--- config.mk ---
export PLATFORM = sky130hd
export DESIGN_NAME = axi_interface_slave_mem_flat
export DESIGN_NICKNAME = d
export VERILOG_FILES = /design/src/rtl/axi_interface_slave_mem_if.sv /design/src/rtl/axi_interface_slave_mem.sv /design/src/flat_wrapper.sv
export SDC_FILE = /design/constraint.sdc
export NUM_CORES = 1
export LEC_CHECK = 0
export ABC_AREA = 0
export CAP_MARGIN = 15
export CORE_MARGIN = 5
export CORE_UTILIZATION = 23
export CTS_BUF_LIST = sky130_fd_sc_hd__clkbuf_16
export DETAILED_ROUTE_END_ITERATION = 12
export PLACE_DENSITY = 0.45
export SYNTH_ARGS = -nofsm -noshare
export SYNTH_HDL_FRONTEND = slang
export SYNTH_SLANG_ARGS = --single-unit
--- constraint.sdc ---
create_clock -name clk_i -period 3.12 [get_ports clk_i]
set_input_delay 0.312 -clock clk_i [delete_from_list [all_inputs] [get_ports clk_i]]
set_output_delay 0.312 -clock clk_i [all_outputs]
set_load 0.02 [all_outputs]
--- src/rtl/axi_interface_slave_mem_if.sv ---
// AXI4 slave-side bus bundle for axi_interface_slave_mem: AW/W/B/AR/R channels with master and slave views.
interface axi_interface_slave_mem_if #(
  parameter int ID_BITS    = 4,
  parameter int ADDR_WIDTH = 32,
  parameter int DATA_WIDTH = 32,
  parameter int LEN_BITS   = 8,
  parameter int SIZE_BITS  = 3
);
  logic [ID_BITS-1:0]      s_awid;
  logic [ADDR_WIDTH-1:0]   s_awaddr;
  logic [LEN_BITS-1:0]     s_awlen;
  logic [SIZE_BITS-1:0]    s_awsize;
  logic [1:0]              s_awburst;
  logic                    s_awvalid;
  logic                    s_awready;
  logic [DATA_WIDTH-1:0]   s_wdata;
  logic [DATA_WIDTH/8-1:0] s_wstrb;
  logic                    s_wlast;
  logic                    s_wvalid;
  logic                    s_wready;
  logic [ID_BITS-1:0]      s_bid;
  logic [1:0]              s_bresp;
  logic                    s_bvalid;
  logic                    s_bready;
  logic [ID_BITS-1:0]      s_arid;
  logic [ADDR_WIDTH-1:0]   s_araddr;
  logic [LEN_BITS-1:0]     s_arlen;
  logic [SIZE_BITS-1:0]    s_arsize;
  logic [1:0]              s_arburst;
  logic                    s_arvalid;
  logic                    s_arready;
  logic [ID_BITS-1:0]      s_rid;
  logic [DATA_WIDTH-1:0]   s_rdata;
  logic [1:0]              s_rresp;
  logic                    s_rlast;
  logic                    s_rvalid;
  logic                    s_rready;

  modport slave (
    input  s_awid, s_awaddr, s_awlen, s_awsize, s_awburst, s_awvalid,
    output s_awready,
    input  s_wdata, s_wstrb, s_wlast, s_wvalid,
    output s_wready,
    output s_bid, s_bresp, s_bvalid,
    input  s_bready,
    input  s_arid, s_araddr, s_arlen, s_arsize, s_arburst, s_arvalid,
    output s_arready,
    output s_rid, s_rdata, s_rresp, s_rlast, s_rvalid,
    input  s_rready
  );

  modport master (
    output s_awid, s_awaddr, s_awlen, s_awsize, s_awburst, s_awvalid,
    input  s_awready,
    output s_wdata, s_wstrb, s_wlast, s_wvalid,
    input  s_wready,
    input  s_bid, s_bresp, s_bvalid,
    output s_bready,
    output s_arid, s_araddr, s_arlen, s_arsize, s_arburst, s_arvalid,
    input  s_arready,
    input  s_rid, s_rdata, s_rresp, s_rlast, s_rvalid,
    output s_rready
  );
endinterface

--- src/rtl/axi_interface_slave_mem.sv ---
// AXI4 slave to single-beat req/ack memory port, one burst in flight; address/ack -> next stage in 1 cycle, W/R/B/ack stalls hold state.
// Optional window decode with DECERR under AXI_SLV_RANGE_CHECK_EN.
module axi_interface_slave_mem #(
  parameter int ID_BITS    = 4,
  parameter int ADDR_WIDTH = 32,
  parameter int DATA_WIDTH = 32,
  parameter int LEN_BITS   = 8,
  parameter int SIZE_BITS  = 3,
  parameter int BASE_ADDR  = 0,
  parameter int WIN_BYTES  = 4096
) (
  input  logic                    clk_i,
  input  logic                    rst_i,
  axi_interface_slave_mem_if.slave axi,
  output logic                    mem_req_o,
  output logic                    mem_we_o,
  output logic [ADDR_WIDTH-1:0]   mem_addr_o,
  output logic [DATA_WIDTH-1:0]   mem_wdata_o,
  output logic [DATA_WIDTH/8-1:0] mem_wstrb_o,
  input  logic                    mem_ack_i,
  input  logic [DATA_WIDTH-1:0]   mem_rdata_i
);

  typedef enum logic [2:0] {IDLE, WR_DATA, WR_MEM, WR_RESP, RD_MEM, RD_DATA} state_t;

  state_t                  r_state, w_next;
  logic                    r_rr, r_err;
  logic [ID_BITS-1:0]      r_id;
  logic [ADDR_WIDTH-1:0]   r_addr;
  logic [LEN_BITS-1:0]     r_len, r_cnt;
  logic [SIZE_BITS-1:0]    r_size;
  logic [1:0]              r_burst, r_bad;
  logic [DATA_WIDTH-1:0]   r_wdata, r_rdata;
  logic [DATA_WIDTH/8-1:0] r_wstrb;

  logic                  w_idle, w_awready, w_arready, w_wready;
  logic                  w_aw_hs, w_ar_hs, w_w_hs, w_r_hs;
  logic                  w_last, w_bypass, w_mem_done, w_range_bad;
  logic                  w_mem_req, w_mem_we, w_bvalid, w_rvalid;
  logic [ADDR_WIDTH-1:0] w_acc_addr, w_addr_nxt;
  logic [1:0]            w_acc_burst, w_acc_bad;

  assign w_idle    = (r_state == IDLE) & ~rst_i;
  assign w_awready = w_idle & (~axi.s_arvalid | r_rr);
  assign w_arready = w_idle & (~axi.s_awvalid | ~r_rr);
  assign w_wready  = (r_state == WR_DATA) & ~rst_i;
  assign w_aw_hs   = axi.s_awvalid & w_awready;
  assign w_ar_hs   = axi.s_arvalid & w_arready;
  assign w_w_hs    = axi.s_wvalid & w_wready;
  assign w_r_hs    = w_rvalid & axi.s_rready;

  assign w_last     = (r_cnt == r_len);
  assign w_bypass   = (r_bad != 2'b00);
  assign w_mem_done = w_bypass | mem_ack_i;
  assign w_addr_nxt = (r_burst == 2'b01) ? r_addr + (ADDR_WIDTH'(1) << r_size) : r_addr;

  assign w_acc_addr  = w_ar_hs ? axi.s_araddr : axi.s_awaddr;
  assign w_acc_burst = w_ar_hs ? axi.s_arburst : axi.s_awburst;

`ifdef AXI_SLV_RANGE_CHECK_EN
  localparam logic [ADDR_WIDTH-1:0] LP_BASE = ADDR_WIDTH'(BASE_ADDR);
  localparam logic [ADDR_WIDTH-1:0] LP_WIN  = ADDR_WIDTH'(WIN_BYTES);
  assign w_range_bad = (w_acc_addr < LP_BASE) | ((w_acc_addr - LP_BASE) >= LP_WIN);
  assign mem_addr_o  = r_addr - LP_BASE;
`else
  assign w_range_bad = 1'b0;
  assign mem_addr_o  = r_addr;
`endif

  // Decode error outranks an unsupported burst type; either one keeps the burst off the memory port.
  assign w_acc_bad = w_range_bad ? 2'b11 : (w_acc_burst[1] ? 2'b10 : 2'b00);

  always_ff @(posedge clk_i) begin
    if (rst_i) r_state <= IDLE;
    else       r_state <= w_next;
  end

  always_comb begin
    w_next    = r_state;
    w_mem_req = 1'b0;
    w_mem_we  = 1'b0;
    w_bvalid  = 1'b0;
    w_rvalid  = 1'b0;
    case (r_state)
      IDLE: begin
        if (w_aw_hs)      w_next = WR_DATA;
        else if (w_ar_hs) w_next = RD_MEM;
      end
      WR_DATA: if (w_w_hs) w_next = WR_MEM;
      WR_MEM: begin
        w_mem_req = ~w_bypass & ~rst_i;
        w_mem_we  = ~rst_i;
        if (w_mem_done) w_next = w_last ? WR_RESP : WR_DATA;
      end
      WR_RESP: begin
        w_bvalid = ~rst_i;
        if (axi.s_bready) w_next = IDLE;
      end
      RD_MEM: begin
        w_mem_req = ~w_bypass & ~rst_i;
        if (w_mem_done) w_next = RD_DATA;
      end
      RD_DATA: begin
        w_rvalid = ~rst_i;
        if (axi.s_rready) w_next = w_last ? IDLE : RD_MEM;
      end
      default: w_next = IDLE;
    endcase
  end

  always_ff @(posedge clk_i) begin
    if (rst_i) begin
      r_rr    <= 1'b0;
      r_err   <= 1'b0;
      r_id    <= '0;
      r_addr  <= '0;
      r_len   <= '0;
      r_cnt   <= '0;
      r_size  <= '0;
      r_burst <= '0;
      r_bad   <= '0;
      r_wdata <= '0;
      r_wstrb <= '0;
      r_rdata <= '0;
    end else begin
      if (w_aw_hs | w_ar_hs) begin
        r_rr    <= ~r_rr;
        r_id    <= w_ar_hs ? axi.s_arid : axi.s_awid;
        r_addr  <= w_acc_addr;
        r_len   <= w_ar_hs ? axi.s_arlen : axi.s_awlen;
        r_size  <= w_ar_hs ? axi.s_arsize : axi.s_awsize;
        r_burst <= w_acc_burst;
        r_bad   <= w_acc_bad;
        r_cnt   <= '0;
        r_err   <= 1'b0;
      end
      if (w_w_hs) begin
        r_wdata <= axi.s_wdata;
        r_wstrb <= axi.s_wstrb;
        // The beat counter ends the burst; a misplaced WLAST only taints the response.
        if (axi.s_wlast != w_last) r_err <= 1'b1;
      end
      if ((r_state == RD_MEM) & w_mem_done)
        r_rdata <= w_bypass ? '0 : mem_rdata_i;
      if (((r_state == WR_MEM) & w_mem_done & ~w_last) | (w_r_hs & ~w_last)) begin
        r_cnt  <= r_cnt + 1'b1;
        r_addr <= w_addr_nxt;
      end
    end
  end

  assign axi.s_awready = w_awready;
  assign axi.s_arready = w_arready;
  assign axi.s_wready  = w_wready;
  assign axi.s_bvalid  = w_bvalid;
  assign axi.s_bid     = r_id;
  assign axi.s_bresp   = w_bypass ? r_bad : {r_err, 1'b0};
  assign axi.s_rvalid  = w_rvalid;
  assign axi.s_rid     = r_id;
  assign axi.s_rdata   = r_rdata;
  assign axi.s_rresp   = r_bad;
  assign axi.s_rlast   = w_rvalid & w_last;

  assign mem_req_o   = w_mem_req;
  assign mem_we_o    = w_mem_we;
  assign mem_wdata_o = r_wdata;
  assign mem_wstrb_o = r_wstrb;

endmodule
--- src/flat_wrapper.sv ---
// flat-port wrapper written by rule: the top's interface ports become plain ports
module axi_interface_slave_mem_flat 
#(
  parameter int ID_BITS    = 4,
  parameter int ADDR_WIDTH = 32,
  parameter int DATA_WIDTH = 32,
  parameter int LEN_BITS   = 8,
  parameter int SIZE_BITS  = 3,
  parameter int BASE_ADDR  = 0,
  parameter int WIN_BYTES  = 4096
)
  (clk_i, rst_i, mem_req_o, mem_we_o, mem_addr_o, mem_wdata_o, mem_wstrb_o, mem_ack_i, mem_rdata_i, axi_s_awid, axi_s_awaddr, axi_s_awlen, axi_s_awsize, axi_s_awburst, axi_s_awvalid, axi_s_awready, axi_s_wdata, axi_s_wstrb, axi_s_wlast, axi_s_wvalid, axi_s_wready, axi_s_bid, axi_s_bresp, axi_s_bvalid, axi_s_bready, axi_s_arid, axi_s_araddr, axi_s_arlen, axi_s_arsize, axi_s_arburst, axi_s_arvalid, axi_s_arready, axi_s_rid, axi_s_rdata, axi_s_rresp, axi_s_rlast, axi_s_rvalid, axi_s_rready);
  axi_interface_slave_mem_if #(.ID_BITS(ID_BITS), .ADDR_WIDTH(ADDR_WIDTH), .DATA_WIDTH(DATA_WIDTH), .LEN_BITS(LEN_BITS), .SIZE_BITS(SIZE_BITS)) axi_i ();
  input  logic clk_i;
  input  logic rst_i;
  output logic mem_req_o;
  output logic mem_we_o;
  output logic [ADDR_WIDTH-1:0] mem_addr_o;
  output logic [DATA_WIDTH-1:0] mem_wdata_o;
  output logic [DATA_WIDTH/8-1:0] mem_wstrb_o;
  input  logic mem_ack_i;
  input  logic [DATA_WIDTH-1:0] mem_rdata_i;
  input wire logic [$bits(axi_i.s_awid)-1:0] axi_s_awid;
  input wire logic [$bits(axi_i.s_awaddr)-1:0] axi_s_awaddr;
  input wire logic [$bits(axi_i.s_awlen)-1:0] axi_s_awlen;
  input wire logic [$bits(axi_i.s_awsize)-1:0] axi_s_awsize;
  input wire logic [$bits(axi_i.s_awburst)-1:0] axi_s_awburst;
  input wire logic [$bits(axi_i.s_awvalid)-1:0] axi_s_awvalid;
  output wire logic [$bits(axi_i.s_awready)-1:0] axi_s_awready;
  input wire logic [$bits(axi_i.s_wdata)-1:0] axi_s_wdata;
  input wire logic [$bits(axi_i.s_wstrb)-1:0] axi_s_wstrb;
  input wire logic [$bits(axi_i.s_wlast)-1:0] axi_s_wlast;
  input wire logic [$bits(axi_i.s_wvalid)-1:0] axi_s_wvalid;
  output wire logic [$bits(axi_i.s_wready)-1:0] axi_s_wready;
  output wire logic [$bits(axi_i.s_bid)-1:0] axi_s_bid;
  output wire logic [$bits(axi_i.s_bresp)-1:0] axi_s_bresp;
  output wire logic [$bits(axi_i.s_bvalid)-1:0] axi_s_bvalid;
  input wire logic [$bits(axi_i.s_bready)-1:0] axi_s_bready;
  input wire logic [$bits(axi_i.s_arid)-1:0] axi_s_arid;
  input wire logic [$bits(axi_i.s_araddr)-1:0] axi_s_araddr;
  input wire logic [$bits(axi_i.s_arlen)-1:0] axi_s_arlen;
  input wire logic [$bits(axi_i.s_arsize)-1:0] axi_s_arsize;
  input wire logic [$bits(axi_i.s_arburst)-1:0] axi_s_arburst;
  input wire logic [$bits(axi_i.s_arvalid)-1:0] axi_s_arvalid;
  output wire logic [$bits(axi_i.s_arready)-1:0] axi_s_arready;
  output wire logic [$bits(axi_i.s_rid)-1:0] axi_s_rid;
  output wire logic [$bits(axi_i.s_rdata)-1:0] axi_s_rdata;
  output wire logic [$bits(axi_i.s_rresp)-1:0] axi_s_rresp;
  output wire logic [$bits(axi_i.s_rlast)-1:0] axi_s_rlast;
  output wire logic [$bits(axi_i.s_rvalid)-1:0] axi_s_rvalid;
  input wire logic [$bits(axi_i.s_rready)-1:0] axi_s_rready;
  assign axi_i.s_awid = axi_s_awid;
  assign axi_i.s_awaddr = axi_s_awaddr;
  assign axi_i.s_awlen = axi_s_awlen;
  assign axi_i.s_awsize = axi_s_awsize;
  assign axi_i.s_awburst = axi_s_awburst;
  assign axi_i.s_awvalid = axi_s_awvalid;
  assign axi_s_awready = axi_i.s_awready;
  assign axi_i.s_wdata = axi_s_wdata;
  assign axi_i.s_wstrb = axi_s_wstrb;
  assign axi_i.s_wlast = axi_s_wlast;
  assign axi_i.s_wvalid = axi_s_wvalid;
  assign axi_s_wready = axi_i.s_wready;
  assign axi_s_bid = axi_i.s_bid;
  assign axi_s_bresp = axi_i.s_bresp;
  assign axi_s_bvalid = axi_i.s_bvalid;
  assign axi_i.s_bready = axi_s_bready;
  assign axi_i.s_arid = axi_s_arid;
  assign axi_i.s_araddr = axi_s_araddr;
  assign axi_i.s_arlen = axi_s_arlen;
  assign axi_i.s_arsize = axi_s_arsize;
  assign axi_i.s_arburst = axi_s_arburst;
  assign axi_i.s_arvalid = axi_s_arvalid;
  assign axi_s_arready = axi_i.s_arready;
  assign axi_s_rid = axi_i.s_rid;
  assign axi_s_rdata = axi_i.s_rdata;
  assign axi_s_rresp = axi_i.s_rresp;
  assign axi_s_rlast = axi_i.s_rlast;
  assign axi_s_rvalid = axi_i.s_rvalid;
  assign axi_i.s_rready = axi_s_rready;
  axi_interface_slave_mem #(.ID_BITS(ID_BITS), .ADDR_WIDTH(ADDR_WIDTH), .DATA_WIDTH(DATA_WIDTH), .LEN_BITS(LEN_BITS), .SIZE_BITS(SIZE_BITS), .BASE_ADDR(BASE_ADDR), .WIN_BYTES(WIN_BYTES)) u_core (.clk_i(clk_i), .rst_i(rst_i), .axi(axi_i), .mem_req_o(mem_req_o), .mem_we_o(mem_we_o), .mem_addr_o(mem_addr_o), .mem_wdata_o(mem_wdata_o), .mem_wstrb_o(mem_wstrb_o), .mem_ack_i(mem_ack_i), .mem_rdata_i(mem_rdata_i));
endmodule
==> results.tsv <==
stage	metric	value	unit
layout	area_delta_synth_final	57.19	%
power	pwr_per_cell_area	686.7	mW/mm2
clock_network	cts.repair.resized	0	
sta	period_share	91.49	%
detailed_routing	routedWlPerCell	17.52	um
clock_network	clock_latency	0.41	ns
critical_path	path_buf_inv	1	
yosys	synth_edf_count	0	
placed_design	post-dp-hpwl	19.86	mm
floorplanning	placeableCoreArea	0.02956	mm2
worst_hold_path	hold_start	axi_s_wdata[19]	
sta	final-setup-viol-count	0	
yosys	synth.yosys.seq_area_share	37.92	%
yosys	post_synth.cell_area_avg	7.642	um2
floorplanning	die_w	182.7	um
detailed_routing	met3_routed_length	1.507	mm
critical_path	worst_setup_path_end_kind	flip-flop	
sta	final.setup_skew	0.01337	ns
critical_path	regToRegSetupSlack	0.27	ns
detailed_routing	top_layer_used	met4	
global_route	antenna_found_initial	0	
yosys	post-synth-top-area-cell	dfxtp_1	
critical_path	path_class	reg -> reg	
yosys	dominantRegCellSynth	dfxtp_1	
sta	setup-tns-final	0	ns
clock_network	cts_setup_buffers	0	
detailed_routing	num_vias	7251	
yosys	synth.cell_area	0.006863	mm2
layout	drive_above_1_share	6.576	%
detailed_routing	postRouteAntennaNets	0	
sta	grt_setup_unrepaired	no	
layout	antennaDiodeCount	0	
clock_network	tritoncts_num_sinks	130	
layout	final_cell_count_no_fill	1561	
floorplanning	std_cell_rows	63	
clock_network	cts_bufs_inserted	17	
floorplanning	dieArea	0.03339	mm2
placed_design	port_buffers	292	
clock_network	ctsRootBufferMaster	clkbuf_16	
critical_path	crit_chain	nor3b_1 -> ha_1 -> a211oi_1 -> o21ai_1 -> a31oi_1 -> buf_4 -> nor4_1 -> a211oi_1 -> nor3_1	
detailed_routing	post_drt_via_cell_ratio	4.645	
yosys	post_synth_top_area_share	37.92	%
floorplanning	die_h	182.7	um
placed_design	dp.cells	1529	
yosys	yosys_warning_count	0	
sta	drv_slew	0	
outcome	outcome	finished, final reports clean	
power	max-vdd-ir-drop	409.6	uV
detailed_routing	finalWirelength	27.36	mm
job	cap_violations	0	
yosys	post_synth_main_area_contributors	dfxtp_1, nand2_1, a21oi_1, nor2_1, nand3b_1	
clock_network	cts_htree_levels	4	
global_route	first_global_vias	7194	
floorplanning	floorplan.initialDensity	23.22	%
placed_design	gp_routability_congestion	0.8109	
global_route	grt-ovfl-total	0	
critical_path	regToRegStartpoint	u_core.r_size[0]	
detailed_routing	wl_met1	12.59	mm
floorplanning	ios	295	
global_route	grt_start_max_net_pins	65	
critical_path	slowest_delay	0.45	ns
detailed_routing	drc_errors	0	
critical_path	timing.critical_path.from_type	flip-flop	
layout	nets_final	1343	
layout	layout.cells.most_common	clkdlybuf4s50_1	
critical_path	cp_max_fo	10	
layout	mostFrequentLayoutCells	clkdlybuf4s50_1, nand2_1, dfxtp_1, a21oi_1, nor2_1	
yosys	post_synth_inst_count	898	
clock_network	tritoncts_clock_tree	built	
sta	worst-slew-pin-transition	0.7309	ns
sta	maxSlewHeadroom	50.98	%
clock_network	hold_buffers	0	
power	p_leak	4.059	nW
sta	layout_min_cycle_time	2.855	ns
critical_path	worst_path_dominant_cell_family	compound AO/OA/AOI/OAI gates	
critical_path	cpMaxStageDelayCell	dfxtp_1	
yosys	synth.lib_cells_used.distinct	65	
global_route	global_route_wire_length_before_repair	42.28	mm
sta	timing.final.hold_violations	0	
detailed_routing	first_iter_violations	399	
critical_path	cp-startpoint	u_core.r_size[0]	
critical_path	crit_arrival	3.14	ns
clock_network	cts.clk_slew.worst_paths	0.07	ns
yosys	synth_async_sr_flop_share	0	%
worst_hold_path	holdCritPathClass	in -> reg	
yosys	synth_seq_cells	130	
global_route	globalRouteTotalUtil	15.80	%
sta	highest_clock_frequency_the_design_can_meet	0.3503	GHz
critical_path	cp.required	3.41	ns
detailed_routing	detail_route.first_pass.iterations	5	
detailed_routing	wl_met2	12.99	mm
critical_path	critPathMostFrequentCell	a211oi_1	
clock_network	clockBufferDepth	2	
report_power, final:
| part | leakage (nW) | internal (mW) | switching (mW) |
|---|---|---|---|
| clock | 0.311 | 1.35 | 0.848 |
| sequential | 1.06 | 1.96 | 0.336 |
| combinational | 2.69 | 1.29 | 1.63 |
| total | 4.06 | 4.60 | 2.81 |
per-layer routing:
layer | up-vias | track usage [%]
li1 | 3672 | -
met1 | 3360 | 21.23
met2 | 207 | 26.03
met3 | 12 | 3.610
met4 | 0 | 3.452
met5 | - | 0
through the flow:
| step | utilization, % | worst slack [ns] | hold WS [ns] | area, um2 | power, mW |
|---|---|---|---|---|---|
| floorplan | - | 0.5139 | 0.4110 | 6867 | 3.965 |
| global placement | 34.36 | 0.4054 | 0.4609 | 10160 | 5.288 |
| detailed placement | 34.36 | 0.3414 | 0.4656 | 10160 | 5.281 |
| CTS | 36.50 | 0.2478 | 0.4080 | 10790 | 7.528 |
| global route | 36.50 | 0.01766 | 0.4175 | 10790 | 7.872 |
| finish | 36.50 | 0.2654 | 0.4297 | 10790 | 7.409 |
path summary, 6_finish.rpt:
check | endpoint | cells after the start
max reg2reg | u_core.mem_addr_o[31] | 9
max | u_core.mem_addr_o[31] | 9
min | u_core.mem_wdata_o[19] | 3
min reg2reg | u_core.mem_wdata_o[18] | 2
synthesized netlist by cell type, types with 5 or more instances:
| cell | number |
|---|---|
| and2_1 | 6 |
| a31oi_1 | 13 |
| a21oi_1 | 85 |
| nor2_1 | 82 |
| o211ai_1 | 10 |
| buf_4 | 8 |
| nor3b_1 | 39 |
| inv_1 | 5 |
| nand2b_1 | 6 |
| o21ai_0 | 31 |
| buf_1 | 10 |
| and3_1 | 9 |
| xor2_1 | 17 |
| nand3_1 | 16 |
| nand2_1 | 195 |
| mux2i_1 | 5 |
| nand4_1 | 9 |
| buf_2 | 8 |
| dfxtp_1 | 130 |
| a21o_1 | 5 |
| clkbuf_1 | 46 |
| a211oi_1 | 12 |
| a31o_2 | 5 |
| a311oi_1 | 20 |
| ha_1 | 9 |
| nand3b_1 | 39 |
| nor3_1 | 18 |
sequential cells by signal, summed over array words and instances, names as in the netlist:
name,count
u_core.axi.s_rresp,1
u_core.r_burst,1
u_core.axi.s_rdata,32
u_core.r_rr,1
u_core.axi.s_bid,4
u_core.mem_addr_o,32
u_core.mem_wstrb_o,4
u_core.r_len,8
u_core.r_state,3
u_core.mem_wdata_o,32
u_core.r_err,1
u_core.r_size,3
u_core.r_cnt,8
area by class of cell:
cell class	count	area (um2)
flip-flops and latches	130	2603
multi-input cells	690	3925
repair buffers	314	3123
inverters	5	18.77
fillers	3080	18770
clock inverters	15	205.2
clock buffers	17	425.4
well taps	390	488.0
cell families (layout without fill, tap and decap cells):
family	Yosys count	count (layout)	share of synthesized area, %
AND/OR/NAND/NOR	446	446	32.49
AO/OA/AOI/OAI	205	205	18.91
flip-flops	130	130	37.92
buffers and inverters	79	351	5.123
XOR/XNOR	21	21	2.680
adder cells (fa/ha/maj)	10	10	1.933
multiplexers	6	6	0.8934
other	1	2	0.05464
worst min-delay path: stages:
cell and delay, ns:
clkdlybuf4s50_1 0.40, nand2_1 0.05, nand2_1 0.04
(Power assumes the default switching activity.)
